**src/rtl/wb_port_arbiter.sv**
```systemverilog
// Register-file write-port arbiter: the writeback pipeline always wins, while
// mul/div results wait in a 2-entry FIFO and drain on idle write-port cycles.
module wb_port_arbiter (
    input  logic        clk,
    input  logic        rst_n,
    input  logic        RegWriteW,
    input  logic [4:0]  WriteRegW,
    input  logic [31:0] ResultW,
    input  logic        MdValid,
    input  logic [4:0]  MdReg,
    input  logic [31:0] MdData,
    output logic        MdReady,
    input  logic [4:0]  RsD,
    input  logic [4:0]  RtD,
    output logic        PendingHit,
    output logic        StarveStall,
    output logic        RFWE,
    output logic [4:0]  RFWA,
    output logic [31:0] RFWD
);

    logic [4:0]  regMem  [2];
    logic [31:0] dataMem [2];

    logic [1:0] countReg, countNext;
    logic       rdPtrReg, rdPtrNext;
    logic       wrPtrReg, wrPtrNext;
    logic [2:0] starveCntReg, starveCntNext;
    logic       starveStallReg, starveStallNext;

    logic       pipeWrite;
    logic       drain;
    logic       enq;
    logic       pop;
    logic [1:0] entryValid;
    logic [1:0] entryHit;
    logic [1:0] entryDrop;
    logic [4:0] entryReg [2];

    assign pipeWrite = RegWriteW && (WriteRegW != 5'd0);
    assign MdReady   = (countReg < 2'd2);
    assign drain     = !pipeWrite && (countReg != 2'd0);
    // Zero-register offers are swallowed; offers overwritten by a same-cycle pipeline write are stale.
    assign enq       = MdValid && MdReady && (MdReg != 5'd0)
                       && !(pipeWrite && (MdReg == WriteRegW));

    // Entry 0 is the head, entry 1 the one behind it.
    generate
        for (genvar gi = 0; gi < 2; gi++) begin : gEntry
            assign entryValid[gi] = (countReg > 2'(gi));
            assign entryReg[gi]   = regMem[rdPtrReg ^ 1'(gi)];
            assign entryHit[gi]   = entryValid[gi] && (entryReg[gi] != 5'd0)
                                    && ((entryReg[gi] == RsD) || (entryReg[gi] == RtD));
            assign entryDrop[gi]  = pipeWrite && entryValid[gi] && (entryReg[gi] == WriteRegW);
        end
    endgenerate

    assign PendingHit  = |entryHit;
    assign StarveStall = starveStallReg;

    always_comb begin
        RFWE = 1'b0;
        RFWA = 5'd0;
        RFWD = 32'd0;
        if (pipeWrite) begin
            RFWE = 1'b1;
            RFWA = WriteRegW;
            RFWD = ResultW;
        end else if (drain) begin
            RFWE = 1'b1;
            RFWA = entryReg[0];
            RFWD = dataMem[rdPtrReg];
        end
    end

    // A dropped tail only exists when full, so it never coincides with an enqueue.
    always_comb begin
        pop             = drain || entryDrop[0];
        countNext       = countReg - 2'(pop) - 2'(entryDrop[1]) + 2'(enq);
        rdPtrNext       = rdPtrReg ^ pop;
        wrPtrNext       = wrPtrReg ^ entryDrop[1] ^ enq;
        starveCntNext   = 3'd0;
        starveStallNext = 1'b0;
        if ((countReg != 2'd0) && !drain) begin
            starveCntNext   = (starveCntReg == 3'd7) ? 3'd7 : starveCntReg + 3'd1;
            starveStallNext = (starveCntNext == 3'd7);
        end
    end

    always_ff @(posedge clk or negedge rst_n) begin
        if (!rst_n) begin
            countReg       <= 2'd0;
            rdPtrReg       <= 1'b0;
            wrPtrReg       <= 1'b0;
            starveCntReg   <= 3'd0;
            starveStallReg <= 1'b0;
        end else begin
            countReg       <= countNext;
            rdPtrReg       <= rdPtrNext;
            wrPtrReg       <= wrPtrNext;
            starveCntReg   <= starveCntNext;
            starveStallReg <= starveStallNext;
        end
    end

    always_ff @(posedge clk) begin
        if (enq) begin
            regMem[wrPtrReg]  <= MdReg;
            dataMem[wrPtrReg] <= MdData;
        end
    end

endmodule

```
**config.mk**
```make
export PLATFORM = sky130hd
export DESIGN_NAME = wb_port_arbiter
export DESIGN_NICKNAME = d
export VERILOG_FILES = /design/src/rtl/wb_port_arbiter.sv
export SDC_FILE = /design/constraint.sdc
export NUM_CORES = 1
export LEC_CHECK = 0
export ABC_AREA = 1
export ABC_CLOCK_PERIOD_IN_PS = 5800
export BUFFER_PORTS_ARGS = -buffer_cell sky130_fd_sc_hd__buf_2
export CAP_MARGIN = 20
export CORE_MARGIN = 2
export CORE_UTILIZATION = 56
export DETAILED_ROUTE_END_ITERATION = 6
export PLACE_DENSITY = 0.86
export SLEW_MARGIN = 20
export SYNTH_ARGS = -nofsm -noshare
export SYNTH_HDL_FRONTEND = slang
export SYNTH_SLANG_ARGS = --single-unit
```
**constraint.sdc**
```tcl
create_clock -name clk -period 5.8 [get_ports clk]
set_input_delay 0.29 -clock clk [delete_from_list [all_inputs] [get_ports clk]]
set_output_delay 0.29 -clock clk [all_outputs]
set_load 0.005 [all_outputs]
```
# == After elaboration in Yosys (flattened, before gate mapping) ==
# Memory sizes are Yosys's and may differ from the RTL's.
# Cells that the tools add are included.
# classes
add_sub_neg,4
multipliers,0
div,0
order_cmp,3
n_eq_ne,9
shifts,0
muxes,11
bitwise_logic,4
reduce_logical,27
# op_table
operator,n
32-bit two-way mux,2
5-bit == test,7
5-bit nonzero test,4
1-bit logical AND,15
5-bit two-way mux,2
"3-bit == test, second input constant",2
3-bit two-way mux,2
1-bit two-way mux,5
"2-bit by 1-bit > comparator with 1-bit output, second input constant",2
2-bit by 1-bit subtractor with 2-bit output,2
"3-bit by 1-bit adder with 3-bit output, second input constant",1
1-bit zero test,3
1-bit logical OR,3
1-bit XOR,3
2-bit by 1-bit adder with 2-bit output,1
"2-bit less-than comparator, second input constant",1
2-bit nonzero test,1
2-bit OR reduction,1
1-bit inverter,1
# word_totals
reg_bits,8
latch_bits,0
ram_bits,74
rom_bits,0
inputBits,88
output_inout_bits,41
word_cells,65
memories,2
# mem_list
name,words,word_bits,read_ports,rd_clocked_by_memory_dff,wr,line_no,source
dataMem,2,32,1,0,1,23,logic [31:0] dataMem [2];
regMem,2,5,2,0,1,22,logic [4:0] regMem [2];

# == Logic depth before layout (Yosys ltp) ==
# Gate-level depths: netlist of run 1.
# logic_depth
word_depth,8
depth_mapped,14
ltp_nobuf,13

# == Least setup slack after synthesis of run 1 ==
# Ideal clock, no wire load.
# synth_timing
path_type,input to register
from,input port WriteRegW[2]
to,"memory dataMem[0][0], enable pin"
setup_ns,0.433
arrival_time_ns,2.403
t_required_ns,5.367
setup_slack_ns,2.964
stages,7
path_buffers,0
cell_sequence,nor2_1 nand3_1 nand2_2 inv_4 nand3_1 nand2_1 nor2_1
# synth_via
elab_chain_len,7
elab_cells_between_ends,8
cone_classes,1 x eq/ne; 2 x mux; 5 x reduce/logical
# synth_lines
item,line_no,source
"start, declared",7,"input logic [4:0] WriteRegW,"
5-bit nonzero test,40,assign pipeWrite = RegWriteW && (WriteRegW != 5'd0);
1-bit logical AND,40,
1-bit logical AND *,45,&& !(pipeWrite && (MdReg == WriteRegW));
1-bit zero test *,45,
1-bit logical AND *,45,
1-bit two-way mux *,107,if (enq) begin
1-bit two-way mux (implied by the code) *,109,dataMem[wrPtrReg] <= MdData;
"end, declared",23,
# Mark *: on every way between the ends. The rest lies on a longest branch, timed or not.

# == Final worst setup path of run 1 ==
# layout_timing
from,register rdPtrReg
to,register countReg[1]
# layout_via
elab_chain_len,7
elab_cells_between_ends,10
cone_classes,3 x add/sub; 2 x eq/ne; 1 x bitwise; 3 x reduce/logical; 1 x memory
# layout_lines
item,line_no,source
"start, declared",26,"logic rdPtrReg, rdPtrNext;"
"start signal, assigned",99,rdPtrReg <= rdPtrNext;
memory read 2 x 5 bit *,--,
5-bit == test,54,assign entryDrop[gi] = pipeWrite && entryValid[gi] && (entryReg[gi] == WriteRegW);
1-bit logical AND,54,
1-bit logical OR,78,pop = drain || entryDrop[0];
2-bit by 1-bit subtractor with 2-bit output,79,countNext = countReg - 2'(pop) - 2'(entryDrop[1]) + 2'(enq);
2-bit by 1-bit subtractor with 2-bit output *,79,
2-bit by 1-bit adder with 2-bit output *,79,
net countNext[1],25,"logic [1:0] countReg, countNext;"
"end signal, assigned",98,countReg <= countNext;
"end, declared",25,
# Mark *: on every way through the listed nets, which the timed path passes. The rest lies on a longest branch.

==> metrics.md, run 1 <==
| Metric | Value |
|---|---|
| Status | finished, final reports clean |
| Post-route design area | 5160 sq um |
| Synth async-reset ratio | 9.76% |
| Yosys cell types | 35 |
| RSZ-0062 raised after global routing | no |
| Post-route DRC | 0 |
| Crit end category | flop |
| Vias in the first global route | 3569 |
| Vias/cell | 5.28 |
| P&R area growth vs syn | 21.8% |
| Lkg Pwr | 2.35 nW |
| Fin util | 70.7% |
| Type of origin of the critical path | flop |
| Net Count, Synth | 543 |
| Seq/Total Area, Yosys | 57.2% |
| Max IR drop VDD | 0.271 mV |
| Routed Antenna Nets | 0 |
| Fmax | 0.302 GHz |
| Avg Synthesized Cell Area | 9.37 sq um |
| Wire per inst | 15.0 microns |
| Fraction of post-synthesis cell area in the top cell type by area | 52.5% |
| Worst skew pair latency | 0.34 ns |
| Post-CTS repair timing setup buffer count | 0 |
| Clock transition at path regs | 0.09 ns |
| Max-cap viol count | 0 |
| Routability cong. | 0.971 |
| CTS root buf | clkbuf_8 |
| H-tree Lvls | 3 |
| Final Hold Viols | 0 |
| Fin. max-slew vios | 0 |
| TNS Setup | 0 ns |
| Wirelength, routed | 10200 microns |
| ANT cells | 0 |
| Cell area after placement | 4920 sq um |
| Worst-margin pin slew | 1.02 ns |
| WHS | 0.129 ns |
| Top-count cell post-synth | nand2_1 |
| Grt total ovfl | 0 |
| Cell area after synthesis | 4230 sq um |
| Global-route wire length before repair | 16500 microns |
| CTS tree | done |
| Cell taking the most area after synthesis | edfxtp_1 |
| Crit path kind | flop to flop |
| Die area | 8270 sq um |
| Ys Warns | 0 |
| Number of flops mapped to enable cells by yosys | 74 |
| Final min period | 3.31 ns |
| Post-detailed-placement half-perimeter wirelength | 7170 microns |
| DRT iter0 DRCs | 219 |
| Largest net degree at the start of global routing | 57 |
| Area contributors post-synth | edfxtp_1, nand2_1, nor2_1 |
| Min-Delay Path Class | input port to flop |
| PD cells | 399 nW/um^2 |
| Clock skew | 0.0101 ns |
| Initial core utilization | 58.1% |
| Rows | 31 |
| CTS buffer count | 9 |
| Antenna violations before repair | 0 |
| Worst EP required | 6.07 ns |
| Synth cell count leaders | nand2_1, nor2_1, edfxtp_1, inv_1, o31ai_1 |
| GRT Resource Usage Total | 25.2% |
| Pwr Total | 2.06 mW |
| Clock sinks | 82 |
| Die Span Y | 91.0 microns |
| Worst slew margin | 32.1% |
| Synth Instances | 452 |
| Final period util | 57.0% |
| Main synth FF type | edfxtp_1 |
| Via count | 3599 |
| Drt pass-1 iters | 5 |
| IO Count | 129 |
| Final net count | 669 |
| Clk buf depth | 2 |
| Area of the core | 7290 sq um |
| Die W | 91.0 microns |
| Worst path arrival time | 3.58 ns |
| Fraction of layout cells with a size suffix above 1 | 28.8% |
| CP Max Fanout | 56 |
| IO buf count | 128 |
| # setup viols final | 0 |
| Synthesis-stage register bit count | 82 |
[through the flow]
| step | setup WS (ns) | instances |
|---|---|---|
| after global placement | 2.59 | 663 |
| after global routing | 2.17 | 682 |
| after floorplan | 2.96 | 452 |
| final | 2.49 | 682 |
| after detailed placement | 2.51 | 663 |
| after CTS | 2.49 | 680 |
[where the power goes]
part / internal (mW) / switching (mW) / leakage [nW]
combinational: 0.292 / 0.499 / 1.47
sequential: 0.769 / 0.0991 / 0.779
clock: 0.200 / 0.198 / 0.0966
total: 1.26 / 0.797 / 2.35
[registers in the layout (all words and copies together), names as in the netlist]
register,cells
StarveStall,1
countReg,2
regMem,10
rdPtrReg,1
starveCntReg,3
wrPtrReg,1
dataMem,64
[cell families after synthesis]
group           synth area share [%]
fa+ha+maj                       1.06
buf+inv                         6.21
simple gates                    22.4
compound gates                  11.2
xor+xnor                        1.86
flops                           57.2
[worst max-delay path: stages, from the launching register on]
cell and delay (ns):
dfrtp_2 1.03, inv_1 0.37, nand2_1 0.16, nand2_2 0.12, inv_1 0.09, nor2_1 0.04
nor2_1 0.12, nand3_1 0.11, nand2_1 0.09, inv_1 0.07, fa_1 0.45, ha_1 0.22
xnor2_1 0.18, xor2_1 0.16
[area by class of cell]
| type | count | area (sq um) |
|---|---|---|
| flip-flops and latches | 82 | 2420 |
| fillers | 573 | 2130 |
| multi-input cells | 312 | 1560 |
| repair buffers | 132 | 698 |
| inverters | 41 | 156 |
| clock buffers | 10 | 128 |
| well taps | 99 | 124 |
| clock inverters | 6 | 65.1 |
[timing repair]
item,4_1_cts,5_1_grt
gates resized for setup,0,0
hold buffers,1,0
hold endpoints to repair,8,0
[layout by cell type, fill, tap and decap left out, drive strengths merged, types with 2 or more instances in the layout]
cell type,netlist,final
clkinv,0,3
nor3,3,3
nand4,2,2
ha,2,2
nor2,85,85
xor2,8,8
a31oi,2,2
clkbuf,7,10
o22ai,5,5
nand2,130,130
a21oi,5,5
nand3,15,15
o21ai,17,17
inv,41,42
edfxtp,74,74
dfrtp,8,8
o31ai,32,32
buf,10,131
[worst paths after layout]
| check | from | to | slack (ns) | cells after the start |
|---|---|---|---|---|
| max | rdPtrReg$_DFF_PN0_ | countReg[1]$_DFF_PN0_ | 2.49 | 13 |
| min | MdData[4] | dataMem[1][4]$_DFFE_PP_ | 0.13 | 1 |
| max reg2reg | rdPtrReg$_DFF_PN0_ | countReg[1]$_DFF_PN0_ | 2.49 | 13 |
| min reg2reg | countReg[1]$_DFF_PN0_ | countReg[1]$_DFF_PN0_ | 0.55 | 1 |
| max in group asynchronous | rst_n | rdPtrReg$_DFF_PN0_ | 5.32 | 2 |
| min in group asynchronous | rst_n | starveCntReg[0]$_DFF_PN0_ | 0.30 | 2 |
[metal layers]
| layer | track usage, % | up-vias | part of all wire (%) | wire, microns |
|---|---|---|---|---|
| met3 | 5.23 | 13 | 8.2 | 837 |
| li1 | - | 1764 | - | - |
| met1 | 32.8 | 1662 | 42 | 4290 |
| met4 | 7.20 | 0 | 1.4 | 146 |
| met2 | 42.8 | 160 | 48 | 4940 |
| met5 | 0 | - | 0 | 0 |
Power figures use the tool's default switching activity.
==> run 2, diff against run 1 <==
Settings changed: ABC_CLOCK_PERIOD_IN_PS 5800 to 3050, CORE_UTILIZATION 56 to 52, PLACE_DENSITY 0.86 to 0.81.
Clock period 5.8 ns to 3.05 ns, I/O delays scaled along.
==> metrics.md, run 2 (same netlist as run 1, synthesis figures left out) <==
| Metric | Value |
|---|---|
| Pwr Total | 4.01 mW |
| Area of the multi-input gates | 1560 sq um |
| Crit-path cells | inv_1 -> buf_4 -> nand2_1 -> nand2_1 -> nand2_1 -> nand3_1 -> nor2_2 -> nand2_1 -> fa_1 -> ha_1 -> xnor2_1 -> xor2_1 |
| Die Span Y | 94.2 microns |
| Clock transition at path regs | 0.08 ns |
| Fin. max-slew vios | 0 |
| Grt total ovfl | 0 |
| Wirelength, routed | 11500 microns |
| Global-route wire length before repair | 18300 microns |
| Gr busiest metal | met2 |
| CTS tree | done |
| Area of the core | 7810 sq um |
| Vias in the first global route | 3967 |
| RSZ-0062 raised after global routing | no |
| Largest registers | dataMem x64, regMem x10, starveCntReg x3 |
| Max FFs per register | 64 |
| Crit end category | flop |
| Met2 Track Usage GR | 46.5% |
| Clk buf depth | 2 |
| Status | finished, final reports clean |
| Worst path arrival time | 2.97 ns |
| Commonest non-fill, non-tap cells in the layout | buf_2, nand2_1, nor2_1, edfxtp_1, inv_1 |
| Post-route DRC | 0 |
| Clock sinks | 82 |
| Crit path largest cell delay | 0.55 ns |
| GRT met1 Usage | 33.5% |
| Fraction of layout cells with a size suffix above 1 | 27.6% |
| Reg2reg setup slack | 0.36 ns |
| Vias/cell | 5.41 |
| Die W | 94.2 microns |
| CTS root buf | clkbuf_8 |
| Die area | 8880 sq um |
| PD cells | 729 nW/um^2 |
| Worst-margin pin slew | 0.534 ns |
| Drt pass-1 iters | 4 |
| DRT iter0 DRCs | 256 |
| Fin util | 70.3% |
| H-tree Lvls | 3 |
| Commonest non-fill, non-tap cell in the layout | buf_2 |
| Max IR drop VDD | 0.412 mV |
| Pre-CTS WS | 0.400 ns |
| WHS | 0.0474 ns |
| Largest register by flop count | dataMem |
| Wire per inst | 15.9 microns |
| Final net count | 705 |
| R2R Path Start | rdPtrReg$_DFF_PN0_ |
| Worst Hold Endpoint | regMem[1][0]$_DFFE_PP_ |
| Min-Delay Path Class | input port to flop |
| Clock skew | 0.00872 ns |
| Largest net degree at the start of global routing | 39 |
| # setup viols final | 0 |
| CTS buffer count | 9 |
| Worst slew margin | 64.4% |
| Routability cong. | 0.940 |
| FF+latch area | 2420 sq um |
| Type of origin of the critical path | flop |
| Rows | 32 |
| Final min period | 2.69 ns |
| Met3 Usage GRT | 6.82% |
| Routed Antenna Nets | 0 |
| GRT Resource Usage Total | 27.4% |
| Antenna violations before repair | 0 |
| CP Max Fanout | 17 |
| IO buf count | 128 |
| Lkg Pwr | 2.49 nW |
| Hold path cells | 1 |
| Crit path kind | flop to flop |
| IO Count | 129 |
| Crit-path most repeated cell | nand2_1 |
| Post-detailed-placement half-perimeter wirelength | 7560 microns |
| Worst skew pair latency | 0.34 ns |
| CP max stage cell | dfrtp_2 |
| R2R depth | 12 |
| Via count | 3903 |
| Fill count | 583 |
| Post-CTS repair timing setup buffer count | 0 |
| HP Start | MdReg[0] |
| Initial core utilization | 54.2% |
| Worst r2r dst | countReg[1]$_DFF_PN0_ |
| Worst EP required | 3.33 ns |
| TNS Setup | 0 ns |
| Final Hold Viols | 0 |
| P&R area growth vs syn | 29.7% |
| Fmax | 0.372 GHz |
| Setup ws final | 0.362 ns |
| Final period util | 88.1% |
| Max-cap viol count | 0 |
==> run 2: cell types whose count changed in the layout (fill, tap and decap cells not counted) <==
cell           delta
clkinv_1          +1
buf_4             +6
dlygate4sd3_1    +32
diode_2           +1
clkinv_2          -2
clkinvlp_4        +1
buf_12            -2
==> run 2: area by class of cell <==
class                      count  share of cell area (%)
tap                          102                    2.32
multi-input combinational    312                    28.5
antenna                        1                  0.0456
clock buffer                  10                    2.32
timing repair buffer         168                    18.6
clock inverter                 6                    1.21
sequential                    82                    44.1
inverter                      41                    2.85
==> run 2: worst max-delay path, delay by kind of cell (launching register included) <==
kind / cells / cell delay (ns)
buffers and inverters: 2 / 0.42
xor gates and xnor gates: 2 / 0.31
DFF: 1 / 0.55
and+or+nand+nor: 6 / 0.68
adders and majority gates: 2 / 0.66
==> run 2: routing by layer <==
layer / wire, microns / vias to the layer above / part of all wire (%)
li1: - / 1841 / -
met1: 4570 / 1805 / 40
met2: 5580 / 227 / 49
met3: 1040 / 30 / 9.1
met4: 290 / 0 / 2.5
met5: 0 / - / 0
==> run 2: what timing repair did <==
item,CTS,global route
hold buffers,33,0
resized for setup,0,0
hold endpoints to repair,72,0
==> run 2: where the power goes <==
| part | internal [mW] | switching [mW] | total [mW] | leakage [nW] |
|---|---|---|---|---|
| clock network | 0.380 | 0.394 | 0.775 | 0.0905 |
| registers | 1.47 | 0.109 | 1.58 | 0.779 |
| logic | 0.590 | 1.06 | 1.65 | 1.62 |
==> run 2: how the worst max path moves through the flow <==
stage	slack, ns	end	cells after the start	from
final	0.36	countReg[1]$_DFF_PN0_	12	rdPtrReg$_DFF_PN0_
after global routing	0.14	countReg[1]$_DFF_PN0_	14	rdPtrReg$_DFF_PN0_
after CTS	0.38	countReg[1]$_DFF_PN0_	12	rdPtrReg$_DFF_PN0_
after detailed placement	0.40	countReg[1]$_DFF_PN0_	12	rdPtrReg$_DFF_PN0_
after global placement	0.51	countReg[1]$_DFF_PN0_	14	rdPtrReg$_DFF_PN0_
after floorplan	0.32	dataMem[0][0]$_DFFE_PP_	5	countReg[1]$_DFF_PN0_
==> run 2: through the flow <==
step | std cells | instance area (sq um)
after detailed placement | 672 | 4960
after floorplan | 452 | 4230
after global placement | 672 | 4960
after global routing | 721 | 5490
after CTS | 721 | 5490
final | 722 | 5490
